[src/rtl/gpio_input_irq.sv]
// gpio_input_irq: memory-mapped GPIO input block with interrupt.
// Pins pass through a 2-flop synchronizer and then a per-bit debouncer.
// Edges of the debounced level are latched into per-bit pending flags,
// gated by the rise/fall enables. irq is high while any pending flag is set.
//
// Ports:
//   clk        - system clock, rising edge
//   reset      - asynchronous active-low reset
//   read       - bus read strobe (one-cycle read latency)
//   write      - bus write strobe
//   address    - byte address, only [3:2] decoded
//                (0 LEVEL ro, 1 RISE_EN rw, 2 FALL_EN rw, 3 PENDING w1c)
//   write_data - bus write data
//   read_data  - registered bus read data
//   gpio_in    - asynchronous external pins
//   irq        - interrupt, OR of the pending register
module gpio_input_irq #(
    parameter int unsigned WIDTH           = 8,
    parameter int unsigned DEBOUNCE_CYCLES = 4
) (
    input  logic             clk,
    input  logic             reset,
    input  logic             read,
    input  logic             write,
    input  logic [31:0]      address,
    input  logic [31:0]      write_data,
    output logic [31:0]      read_data,
    input  logic [WIDTH-1:0] gpio_in,
    output logic             irq
);

    localparam int unsigned     CNT_W   = $clog2(DEBOUNCE_CYCLES) + 1;
    localparam logic [CNT_W-1:0] CNT_MAX = CNT_W'(DEBOUNCE_CYCLES - 1);

    localparam logic [1:0] REG_LEVEL   = 2'd0;
    localparam logic [1:0] REG_RISE_EN = 2'd1;
    localparam logic [1:0] REG_FALL_EN = 2'd2;
    localparam logic [1:0] REG_PENDING = 2'd3;

    logic [WIDTH-1:0] sync1_q, sync2_q;
    logic [WIDTH-1:0] stable_q, stable_d;
    logic [CNT_W-1:0] cnt_q [WIDTH];
    logic [CNT_W-1:0] cnt_d [WIDTH];
    logic [WIDTH-1:0] rise_en_q, rise_en_d;
    logic [WIDTH-1:0] fall_en_q, fall_en_d;
    logic [WIDTH-1:0] pend_q, pend_d;
    logic [31:0]      read_data_q, read_data_d;

    logic [1:0]       sel_c;
    logic [WIDTH-1:0] wdata_c;
    logic [WIDTH-1:0] set_c;
    logic [WIDTH-1:0] clr_c;
    logic [31:0]      rd_mux_c;

    // Address and data bits outside the decoded range are intentionally ignored.
    logic unused_bus_bits;
    assign unused_bus_bits = ^{address[31:4], address[1:0], write_data};

    assign sel_c   = address[3:2];
    assign wdata_c = write_data[WIDTH-1:0];

    // Per-bit debounce; a stable-level update also raises the edge event,
    // qualified by the enables as they were before this edge.
    always_comb begin
        stable_d = stable_q;
        set_c    = '0;
        for (int i = 0; i < int'(WIDTH); i++) begin
            cnt_d[i] = cnt_q[i];
            if (sync2_q[i] == stable_q[i]) begin
                cnt_d[i] = '0;
            end else if (cnt_q[i] == CNT_MAX) begin
                stable_d[i] = sync2_q[i];
                cnt_d[i]    = '0;
                set_c[i]    = sync2_q[i] ? rise_en_q[i] : fall_en_q[i];
            end else begin
                cnt_d[i] = cnt_q[i] + CNT_W'(1);
            end
        end
    end

    // Bus register updates; set beats clear on the same bit.
    always_comb begin
        rise_en_d = rise_en_q;
        fall_en_d = fall_en_q;
        clr_c     = '0;
        if (write) begin
            case (sel_c)
                REG_RISE_EN: rise_en_d = wdata_c;
                REG_FALL_EN: fall_en_d = wdata_c;
                REG_PENDING: clr_c     = wdata_c;
                default:     ;
            endcase
        end
        pend_d = (pend_q & ~clr_c) | set_c;
    end

    // Read mux samples pre-write register values.
    always_comb begin
        rd_mux_c = '0;
        case (sel_c)
            REG_LEVEL:   rd_mux_c = 32'(stable_q);
            REG_RISE_EN: rd_mux_c = 32'(rise_en_q);
            REG_FALL_EN: rd_mux_c = 32'(fall_en_q);
            REG_PENDING: rd_mux_c = 32'(pend_q);
            default:     rd_mux_c = '0;
        endcase
        read_data_d = read ? rd_mux_c : read_data_q;
    end

    always_ff @(posedge clk or negedge reset) begin
        if (!reset) begin
            sync1_q     <= '0;
            sync2_q     <= '0;
            stable_q    <= '0;
            cnt_q       <= '{default: '0};
            rise_en_q   <= '0;
            fall_en_q   <= '0;
            pend_q      <= '0;
            read_data_q <= '0;
        end else begin
            sync1_q     <= gpio_in;
            sync2_q     <= sync1_q;
            stable_q    <= stable_d;
            cnt_q       <= cnt_d;
            rise_en_q   <= rise_en_d;
            fall_en_q   <= fall_en_d;
            pend_q      <= pend_d;
            read_data_q <= read_data_d;
        end
    end

    assign read_data = read_data_q;
    // Straight OR of the pending flops; no path from the bus inputs.
    assign irq       = |pend_q;

endmodule
[config.mk]
export PLATFORM = sky130hd
export DESIGN_NAME = gpio_input_irq
export DESIGN_NICKNAME = d
export VERILOG_FILES = /design/src/rtl/gpio_input_irq.sv
export SDC_FILE = /design/constraint.sdc
export NUM_CORES = 1
export LEC_CHECK = 0
export CAP_MARGIN = 10
export CORE_ASPECT_RATIO = 2
export CORE_UTILIZATION = 33
export DETAILED_ROUTE_END_ITERATION = 8
export GPL_ROUTABILITY_DRIVEN = 1
export PLACE_DENSITY = 0.59
export REMOVE_ABC_BUFFERS = 1
export SYNTH_ARGS = -nofsm -noshare
export SYNTH_HDL_FRONTEND = slang
export SYNTH_SLANG_ARGS = --single-unit
[constraint.sdc]
create_clock -name clk -period 3.6 [get_ports clk]
set_clock_uncertainty 0.1 [all_clocks]
set_input_delay 0.72 -clock clk [delete_from_list [all_inputs] [get_ports clk]]
set_output_delay 0.72 -clock clk [all_outputs]
set_load 0.01 [all_outputs]
==> run summary, run 1 <==
PortBufs: 30
Net Sw Frac: 0.287
Max Cap Violations: 0
Clk_lat worst skew: 0.33 ns
WS Path Type: flip-flop to primary output
TritonCTS buffer count: 9
Gate power share: 0.223
H-tree depth: 3
Share of layout cells above drive strength 1: 0.169
Crit path arrival time: 1.70 ns
P_int: 1.94 mW
Hold_ws: 0.246 ns
Setup bufs post-CTS: 0
Sequential fraction of the synthesis area: 0.571
Die Width: 74.9 µm
CTS resizes: 0
Final setup violation count: 0
Initial Util: 0.343
IO Pins: 109
Commonest non-fill, non-tap cell in the layout: dfrtp_1
Clock share of power: 0.305
Unrepaired setup endpoints after global routing: no
Area Growth Syn to Fin: 17.3%
Number of synthesized flops with an enable pin: 0
Vias in the first global route: 2106
Fin. max-slew vios: 0
Cell Pwr Density: 664 nW/µm²
Post-Layout Cell Count: 449
DRC Markers: 0
Asr flop ratio synth: 1.00
Max IR drop VDD: 0.295 mV
Dpl cells: 433
Critical path launch point type: flip-flop
Router iterations before antenna repair: 4
Worst-path clk slew: 0.06 ns
FF+latch count, synth: 80
Antenna cell count: 0
Via Count: 2043
CTS Sinks: 80
Avg Vias per Cell: 4.55
Core Util, Final: 0.402
Post-DP Area: 3830 µm²
Worst Path Max Fanout: 3
Pwr Total: 2.73 mW
Clk buf depth: 2
Period utilization: 0.700
Status: completed
Commonest cells after routing, fill and taps aside: 80 x dfrtp_1, 30 x mux2_2, 29 x clkdlybuf4s50_1
Std cell rows: 52
Post-Synthesis Cells: 273
Total die area: 11100 µm²
Initial antenna violation count: 0
CTS tree: done
Unique masters post-synth: 28
Final instance area: 4110 µm²
CORE AREA: 10200 µm²
Final setup TNS: 0 ns
Mean routed wirelength per cell: 13.8 µm
Crit. End Element: primary output
Max Clk Rate: 0.397 GHz
Max-slew headroom: 0.329
Largest net degree at the start of global routing: 81
Least-Margin Pin Slew: 1.01 ns
First-pass GRT wire length: 10.3 mm
Final wirelength: 6.17 mm
Syn Area/Cell: 12.8 µm²
Gr ovfl total: 0
Worst path required time: 2.78 ns
Post-route worst setup slack: 1.08 ns
Synth Warn #: 0
Sequential share of power: 0.472
Antenna Nets Post-Route: 0
Switch Pwr: 783 µW
GRT Total Usage: 0.128
Top FF cell, synth: dfrtp_1
Routability cong.: 0.713
Die height: 148 µm
Layout Nets: 393
Leakage: 1.87 nW
Root buffer cell: clkbuf_16
Pre-CTS WS: 0.990 ns
Final Hold Fails: 0
Mapped Area: 3500 µm²
First DRT Iteration DRCs: 83
Worst hold path class: flip-flop to flip-flop
HPWL after DPL: 4.27 mm
Min Tclk post-route: 2.52 ns
Hold_buf cts: 0
## layout make-up
type                    instances  area (µm²)
clock buffers                  10         239
inverters                      11        41.3
fillers                       966        6110
well taps                     135         169
multi-input cells             176        1320
repair buffers                 31         305
flip-flops and latches         80        2000
clock inverters                 6        35.0
## power by group through the flow
stage	logic, mW	clock network [mW]	registers (mW)
finish	0.607	0.833	1.29
global route	0.688	0.892	1.32
CTS	0.621	0.857	1.29
detailed placement	0.617	0	1.30
global placement	0.597	0	1.29
floorplan	0.418	0	1.26
## logic make-up after synthesis
group                    synth area share
adder cells (fa/ha/maj)            0.0286
other                             0.00107
buffers and inverters              0.0771
multiplexers                        0.128
XOR/XNOR                           0.0200
flip-flops                          0.571
AO/OA/AOI/OAI                      0.0511
AND/OR/NAND/NOR                     0.123
## metal layers
metal | wire (µm) | global-route usage | part of all wire | vias up
met5 | 0 | 0 | 0 | -
met4 | 156 | 0.0698 | 0.025 | 0
met3 | 249 | 0.0334 | 0.040 | 9
met2 | 3240 | 0.216 | 0.53 | 49
met1 | 2520 | 0.140 | 0.41 | 1011
li1 | - | - | - | 974
## synth_stat cells (2+ instances only)
master / n / area share
nor3b_1: 14 / 0.030
ha_1: 8 / 0.029
mux2_2: 30 / 0.096
mux2_4: 2 / 0.0086
nand2b_1: 4 / 0.0071
xnor2_1: 8 / 0.020
nand3b_1: 9 / 0.019
a22o_1: 7 / 0.018
inv_1: 11 / 0.012
mux2i_1: 8 / 0.023
nor3_1: 7 / 0.010
buf_4: 25 / 0.054
nor4_1: 2 / 0.0036
dfrtp_1: 80 / 0.57
o21ai_0: 7 / 0.010
nand2_1: 25 / 0.027
o221ai_1: 8 / 0.020
buf_2: 2 / 0.0029
nor2b_1: 7 / 0.012
## sequential cells by signal, indices dropped and copies added (netlist names)
name / flops
fall_en_q: 8
read_data: 8
sync1_q: 8
rise_en_q: 8
pend_q: 8
sync2_q: 8
cnt_q: 24
stable_q: 8
## path summary, 6_finish.rpt
kind | from | to | slack (ns) | cells past startpoint
max reg2reg | cnt_q[21] | stable_q[0] | 2.18 | 3
min in group asynchronous | reset | stable_q[7] | 0.45 | 1
max | pend_q[7] | irq | 1.08 | 3
min reg2reg | sync1_q[4] | sync2_q[4] | 0.25 | 0
max in group asynchronous | reset | fall_en_q[5] | 2.29 | 1
min | sync1_q[4] | sync2_q[4] | 0.25 | 0
## critical path: stages (launching register included)
cell and delay (ns):
dfrtp_1 0.42, nor4_1 0.35, nand2_1 0.11, clkdlybuf4s50_1 0.49
No activity file was read; power rests on OpenSTA's default activity.
==> inputs of run 2 (changes only) <==
--- a/config.mk
+++ b/config.mk
@@ -10,7 +10,7 @@
 export CORE_UTILIZATION = 33
 export DETAILED_ROUTE_END_ITERATION = 8
 export GPL_ROUTABILITY_DRIVEN = 1
-export PLACE_DENSITY = 0.59
+export PLACE_DENSITY = 0.61
 export REMOVE_ABC_BUFFERS = 1
 export SYNTH_ARGS = -nofsm -noshare
 export SYNTH_HDL_FRONTEND = slang
==> constraint.sdc (replaced) <==
create_clock -name clk -period 2.2 [get_ports clk]
set_clock_uncertainty 0.1 [all_clocks]
set_input_delay 0.44 -clock clk [delete_from_list [all_inputs] [get_ports clk]]
set_output_delay 0.44 -clock clk [all_outputs]
set_load 0.01 [all_outputs]
==> run 2 against run 1 <==
  * The run now ends with negative hold slack left
  * First-iteration DRC count up 45%
  * Via count is 1.7% higher
  * Flip-flop and latch count stayed put
  * Setup slack got worse by 0.75 ns
  * Core utilization up 0.82 points
  * Register-to-register slack lost 1.4 ns
  * Sequential power up 64%
  * Final area is 2.0% higher
  * Final cell count rose by 1.1%
  * Largest power group unchanged
==> run summary, run 2 (synthesized netlist as in run 1, its figures left out) <==
CTS Sinks: 80 (unchanged)
Router iterations before antenna repair: 4 (unchanged)
Pwr Total: 4.58 mW (was 2.73 mW)
Gr ovfl total: 0 (unchanged)
Fin. max-slew vios: 0 (unchanged)
Leakage: 1.90 nW (was 1.87 nW)
Clk buf depth: 2 (unchanged)
Final setup violation count: 0 (unchanged)
Dpl cells: 438 (was 433)
Die Width: 74.9 µm (unchanged)
Cell Pwr Density: 1090 nW/µm² (was 664 nW/µm²)
Max-slew headroom: 0.556 (was 0.329)
Period utilization: 0.851
Final Hold Fails: 14 (was 0)
Hold_buf cts: 0 (unchanged)
Max Clk Rate: 0.534 GHz
Final instance area: 4190 µm² (was 4110 µm²)
Total die area: 11100 µm² (unchanged)
Final wirelength: 6.17 mm (about the same)
TritonCTS buffer count: 9 (unchanged)
Clock share of power: 0.319 (was 0.305)
Antenna Nets Post-Route: 0 (unchanged)
CP Depth: 3 (unchanged)
Root buffer cell: clkbuf_16 (unchanged)
Avg Vias per Cell: 4.57 (was 4.55)
Largest stage delay, worst path: 0.42 ns (was 0.49 ns)
Area Growth Syn to Fin: 19.7% (was 17.3%)
Worst Path Max Fanout: 3 (unchanged)
CORE AREA: 10200 µm² (unchanged)
H-tree depth: 3 (unchanged)
Die height: 148 µm (unchanged)
Routability cong.: 0.720 (was 0.713)
Slowest-stage cell, CP: dfrtp_1 (was clkdlybuf4s50_1)
Failing checks: negative hold slack
Via Count: 2077 (was 2043)
HPWL after DPL: 4.47 mm (was 4.27 mm)
Clk_lat worst skew: 0.33 ns (about the same)
Hold_ws: -0.00647 ns (was 0.246 ns)
Critical path launch point type: flip-flop (unchanged)
First DRT Iteration DRCs: 120 (was 83)
P_int: 3.29 mW (was 1.94 mW)
Cell Chain, Critical Path: nor4_2 > nand2_1 > dlymetal6s2s_1 (was nor4_1 > nand2_1 > clkdlybuf4s50_1)
Sequential share of power: 0.460 (was 0.472)
Crit. End Element: primary output (unchanged)
Worst path required time: 1.66 ns (was 2.78 ns)
Mean routed wirelength per cell: 13.6 µm (was 13.8 µm)
GRT Total Usage: 0.124 (was 0.128)
Std cell rows: 52 (unchanged)
Setup bufs post-CTS: 0 (unchanged)
Buf+Inv Stages, Crit Path: 1 (unchanged)
Cell family with most CP delay: flip-flops (was buffers and inverters)
Biggest register: cnt_q (unchanged)
Min Tclk post-route: 1.87 ns
Share of layout cells above drive strength 1: 0.182 (was 0.169)
Crit path arrival time: 1.33 ns (was 1.70 ns)
DRC Markers: 0 (unchanged)
Largest net degree at the start of global routing: 44 (was 81)
Post-route worst setup slack: 0.328 ns (was 1.08 ns)
Initial Util: 0.343 (unchanged)
R2R depth: 3 (unchanged)
Worst hold path class: input port to async pin (was flip-flop to flip-flop)
Max Cap Violations: 0 (unchanged)
Commonest non-fill, non-tap cell in the layout: dfrtp_1 (unchanged)
Max IR drop VDD: 0.489 mV (was 0.295 mV)
First-pass GRT wire length: 10.0 mm (was 10.3 mm)
Switch Pwr: 1.29 mW (was 783 µW)
Gate power share: 0.221 (was 0.223)
WS Path Type: flip-flop to primary output (unchanged)
Post-DP Area: 3880 µm² (was 3830 µm²)
Vias in the first global route: 2074 (was 2106)
Status: finished, violations left (was completed)
Net Sw Frac: 0.281 (was 0.287)
Layout Nets: 398 (was 393)
Least-Margin Pin Slew: 0.665 ns (was 1.01 ns)
PortBufs: 30 (unchanged)
Antenna cell count: 0 (unchanged)
Max reg flops: 24 (unchanged)
Final setup TNS: 0 ns (unchanged)
Core Util, Final: 0.410 (was 0.402)
Unrepaired setup endpoints after global routing: no (unchanged)
Commonest cells after routing, fill and taps aside: 80 x dfrtp_1, 30 x mux2_2, 28 x clkdlybuf4s50_1 (was 80 x dfrtp_1, 30 x mux2_2, 29 x clkdlybuf4s50_1)
Initial antenna violation count: 0 (unchanged)
CTS tree: done (unchanged)
Post-Layout Cell Count: 454 (was 449)
Worst-path clk slew: 0.06 ns (about the same)
IO Pins: 109 (unchanged)
Pre-CTS WS: 0.189 ns (was 0.990 ns)
## run 2: changes by cell type in the layout (fill, tap and decap cells not counted), sizes merged
cell | before | now
buf | 2 | 7
bufinv | 0 | 1
clkdlybuf4s50 | 29 | 28
clkinv | 4 | 2
clkinvlp | 2 | 3
dlymetal6s2s | 0 | 1
## run 2: worst register-to-register path, delay by kind of cell, from the launching register on
family | cells | cell delay (ns)
DFF | 1 | 0.35
adders and majority gates | 1 | 0.16
muxes | 1 | 0.37
and+or+nand+nor | 1 | 0.30
## run 2: path summary, 6_finish.rpt
path | from | to | slack, ns
worst min-delay path | reset | sync1_q[0] | -0.006
min in group clk | sync1_q[1] | sync2_q[1] | 0.24
worst max register to register | cnt_q[21] | stable_q[0] | 0.81
worst min register to register | sync1_q[1] | sync2_q[1] | 0.24
worst max-delay path | pend_q[7] | irq | 0.33
max in group asynchronous | reset | read_data[7] | 1.44
## run 2: final cells by class
cell class	count	area, µm²
tap	135	169
fill	972	6020
multi-input combinational	176	1320
inverter	11	41.3
timing repair buffer	36	358
clock inverter	6	70.1
clock buffer	10	229
sequential	80	2000
## run 2: what timing repair did
item,in CTS,in global routing
resized for setup,1,1
endpoints found under the setup margin,1,1
pin swaps,0,0
hold endpoints to repair,0,0
## run 2: metal layers
| metal | up-vias | GRT usage | part of all wire |
|---|---|---|---|
| li1 | 982 | - | - |
| met1 | 1024 | 0.139 | 0.40 |
| met2 | 63 | 0.208 | 0.53 |
| met3 | 8 | 0.0341 | 0.047 |
| met4 | 0 | 0.0623 | 0.019 |
| met5 | - | 0 | 0 |
## run 2: power groups by stage
| stage | registers [mW] | clock network [mW] | logic (mW) |
|---|---|---|---|
| final | 2.11 | 1.46 | 1.01 |
| after global routing | 2.15 | 1.57 | 1.14 |
| after CTS | 2.11 | 1.51 | 1.04 |
| after detailed placement | 2.14 | 0 | 1.03 |
| after global placement | 2.12 | 0 | 0.991 |
| after floorplan | 2.07 | 0 | 0.684 |
==> inputs of run 3 (changes only) <==
--- a/config.mk
+++ b/config.mk
@@ -8,6 +8,7 @@
 export CAP_MARGIN = 10
 export CORE_ASPECT_RATIO = 2
 export CORE_UTILIZATION = 33
+export CTS_BUF_LIST = sky130_fd_sc_hd__clkbuf_4 sky130_fd_sc_hd__clkbuf_8
 export DETAILED_ROUTE_END_ITERATION = 8
 export GPL_ROUTABILITY_DRIVEN = 1
 export PLACE_DENSITY = 0.61
==> constraint.sdc (replaced) <==
create_clock -name clk -period 1.55 [get_ports clk]
set_clock_uncertainty 0.1 [all_clocks]
set_input_delay 0.31 -clock clk [delete_from_list [all_inputs] [get_ports clk]]
set_output_delay 0.31 -clock clk [all_outputs]
set_load 0.01 [all_outputs]
==> run 3 against run 2 <==
  * The flow finishes with violations (negative setup slack)
  * Worst hold slack improved by 0.26 ns
  * Global-route usage grew 0.77 points
  * Sequential share of layout area shrank 0.44 points
  * Count of clock-buffer cells in the layout unchanged
  * Total power rose by 29%
  * Core utilization is 0.38 points higher
  * Critical path depth is the same
  * Die area unchanged
  * Clock power about the same
  * Wire length up 2.4%
  * Critical path type unchanged
==> run summary, run 3 (synthesized netlist as in run 1, its figures left out) <==
Via Count: 2154 (was 2077)
Commonest cells after routing, fill and taps aside: 80 x dfrtp_1, 30 x mux2_2, 25 x nand2_1 (was 80 x dfrtp_1, 30 x mux2_2, 28 x clkdlybuf4s50_1)
Clk buf depth: 2 (unchanged)
Area Growth Syn to Fin: 20.8% (was 19.7%)
CORE AREA: 10200 µm² (unchanged)
GRT Total Usage: 0.131 (was 0.124)
Failing checks: negative setup slack (was negative hold slack)
Die height: 148 µm (unchanged)
Pre-CTS WS: -0.305 ns (was 0.189 ns)
Gr ovfl total: 0 (unchanged)
Initial antenna violation count: 0 (unchanged)
TritonCTS buffer count: 9 (unchanged)
Crit path arrival time: 1.25 ns (was 1.33 ns)
Max Clk Rate: 0.604 GHz
Least-Margin Pin Slew: 0.640 ns (was 0.665 ns)
DRC Markers: 0 (unchanged)
Leakage: 1.97 nW (was 1.90 nW)
Gate power share: 0.259 (was 0.221)
Clk_lat worst skew: 0.35 ns (was 0.33 ns)
Min-Delay Endpoint: sync2_q[5]
Origin of the critical flop-to-flop path: cnt_q[3] (was cnt_q[21])
Post-route worst setup slack: -0.106 ns (was 0.328 ns)
Final instance area: 4230 µm² (was 4190 µm²)
Root buffer cell: clkbuf_8 (was clkbuf_16)
Period utilization: 1.07
Die Width: 74.9 µm (unchanged)
H-tree depth: 3 (unchanged)
Mean routed wirelength per cell: 13.5 µm (was 13.6 µm)
Crit. End Element: primary output (unchanged)
R2R depth: 3 (unchanged)
Clock share of power: 0.241 (was 0.319)
Hold_ws: 0.251 ns (was -0.00647 ns)
Biggest register: cnt_q (unchanged)
Unrepaired setup endpoints after global routing: yes (was no)
PortBufs: 30 (unchanged)
Max Cap Violations: 0 (unchanged)
Layout Nets: 413 (was 398)
Critical path launch point type: flip-flop (unchanged)
WS Path Type: flip-flop to primary output (unchanged)
Post-DP Area: 4040 µm² (was 3880 µm²)
Net Sw Frac: 0.305 (was 0.281)
Largest net degree at the start of global routing: 31 (was 44)
Share of layout cells above drive strength 1: 0.222 (was 0.182)
Critical path origin: pend_q[4] (was pend_q[7])
Std cell rows: 52 (unchanged)
Initial Util: 0.343 (unchanged)
Final Hold Fails: 0 (was 14)
R2R setup slack: 0.16 ns (was 0.81 ns)
Switch Pwr: 1.80 mW (was 1.29 mW)
Worst path required time: 1.14 ns (was 1.66 ns)
Max-slew headroom: 0.573 (was 0.556)
HPWL after DPL: 4.67 mm (was 4.47 mm)
Sequential share of power: 0.499 (was 0.460)
Avg Vias per Cell: 4.59 (was 4.57)
Status: finished, violations left (unchanged)
Router iterations before antenna repair: 4 (unchanged)
Antenna Nets Post-Route: 0 (unchanged)
Vias in the first global route: 2226 (was 2074)
Total die area: 11100 µm² (unchanged)
Routability cong.: 0.755 (was 0.720)
Core Util, Final: 0.414 (was 0.410)
Hold Path Depth: 0
CTS Sinks: 80 (unchanged)
Antenna cell count: 0 (unchanged)
Cell Pwr Density: 1400 nW/µm² (was 1090 nW/µm²)
Hold Path Origin: sync1_q[5]
Max IR drop VDD: 0.413 mV (was 0.489 mV)
Worst-path clk slew: 0.08 ns (was 0.06 ns)
Min Tclk post-route: 1.66 ns
Max reg flops: 24 (unchanged)
First-pass GRT wire length: 10.5 mm (was 10.0 mm)
First DRT Iteration DRCs: 65 (was 120)
Final setup violation count: 1 (was 0)
Commonest non-fill, non-tap cell in the layout: dfrtp_1 (unchanged)
P_int: 4.11 mW (was 3.29 mW)
Worst Path Max Fanout: 2 (was 3)
RR Endpoint: stable_q[6] (was stable_q[0])
CTS tree: done (unchanged)
Final wirelength: 6.32 mm (was 6.17 mm)
Fin. max-slew vios: 0 (unchanged)
IO Pins: 109 (unchanged)
Worst hold path class: flip-flop to flip-flop (was input port to async pin)
==> run 3: cell types whose count changed in the layout (fill, tap and decap cells not counted), sizes merged <==
cell and change:
dlymetal6s2s -1, clkinvlp -1, dlygate4sd2 +8, bufinv -1
clkdlybuf4s50 -8, buf +15, inv +2, dlygate4sd3 +1
==> run 3: layer usage <==
metal,share of wire,global-route usage
met1,0.38,0.135
met4,0.033,0.0783
met5,0,0
met2,0.55,0.234
met3,0.031,0.0279
==> run 3: how the worst max path moves through the flow <==
stage             endpoint  slack (ns)
2_1_floorplan  stable_q[6]        0.27
3_3_place_gp     pend_q[1]       -0.29
3_5_place_dp     pend_q[5]       -0.31
4_1_cts                irq       -0.15
5_1_grt                irq       -0.20
6_report               irq       -0.11
==> run 3: layout make-up <==
type                       count  area, µm²
clock buffer                  10        138
clock inverter                 6       52.6
fill                        1004       5980
inverter                      11       41.3
multi-input combinational    176       1320
sequential                    80       2000
tap                          135        169
timing repair buffer          51        505
==> run 3: power groups by stage <==
stage / sequential (mW) / clock (mW) / combinational [mW]
detailed placement: 3.00 / 0 / 1.61
finish: 2.95 / 1.43 / 1.53
floorplan: 2.93 / 0 / 0.971
CTS: 2.96 / 1.49 / 1.57
global placement: 2.97 / 0 / 1.56
global route: 3.02 / 1.60 / 1.73
==> run 3: through the flow <==
step                std cells  total power [mW]  setup TNS [ns]
floorplan                 267              3.90               0
global placement          452              4.54           -8.23
detailed placement        452              4.62           -8.12
CTS                       469              6.03          -0.153
global route              469              6.35          -0.195
finish                    469              5.91          -0.106
==> run 3: critical path, cell delays in order (launching register included) <==
cell	delay, ns
dfrtp_1	0.40
nor4_2	0.28
nand2_1	0.08
buf_2	0.14
==> run 3: what timing repair did <==
item	CTS	global route
resized for setup	13	0
endpoints found under the setup margin	9	1
endpoints found under the hold margin	27	0
setup buffers	0	0
hold buffers	1	0
pin swaps	2	0
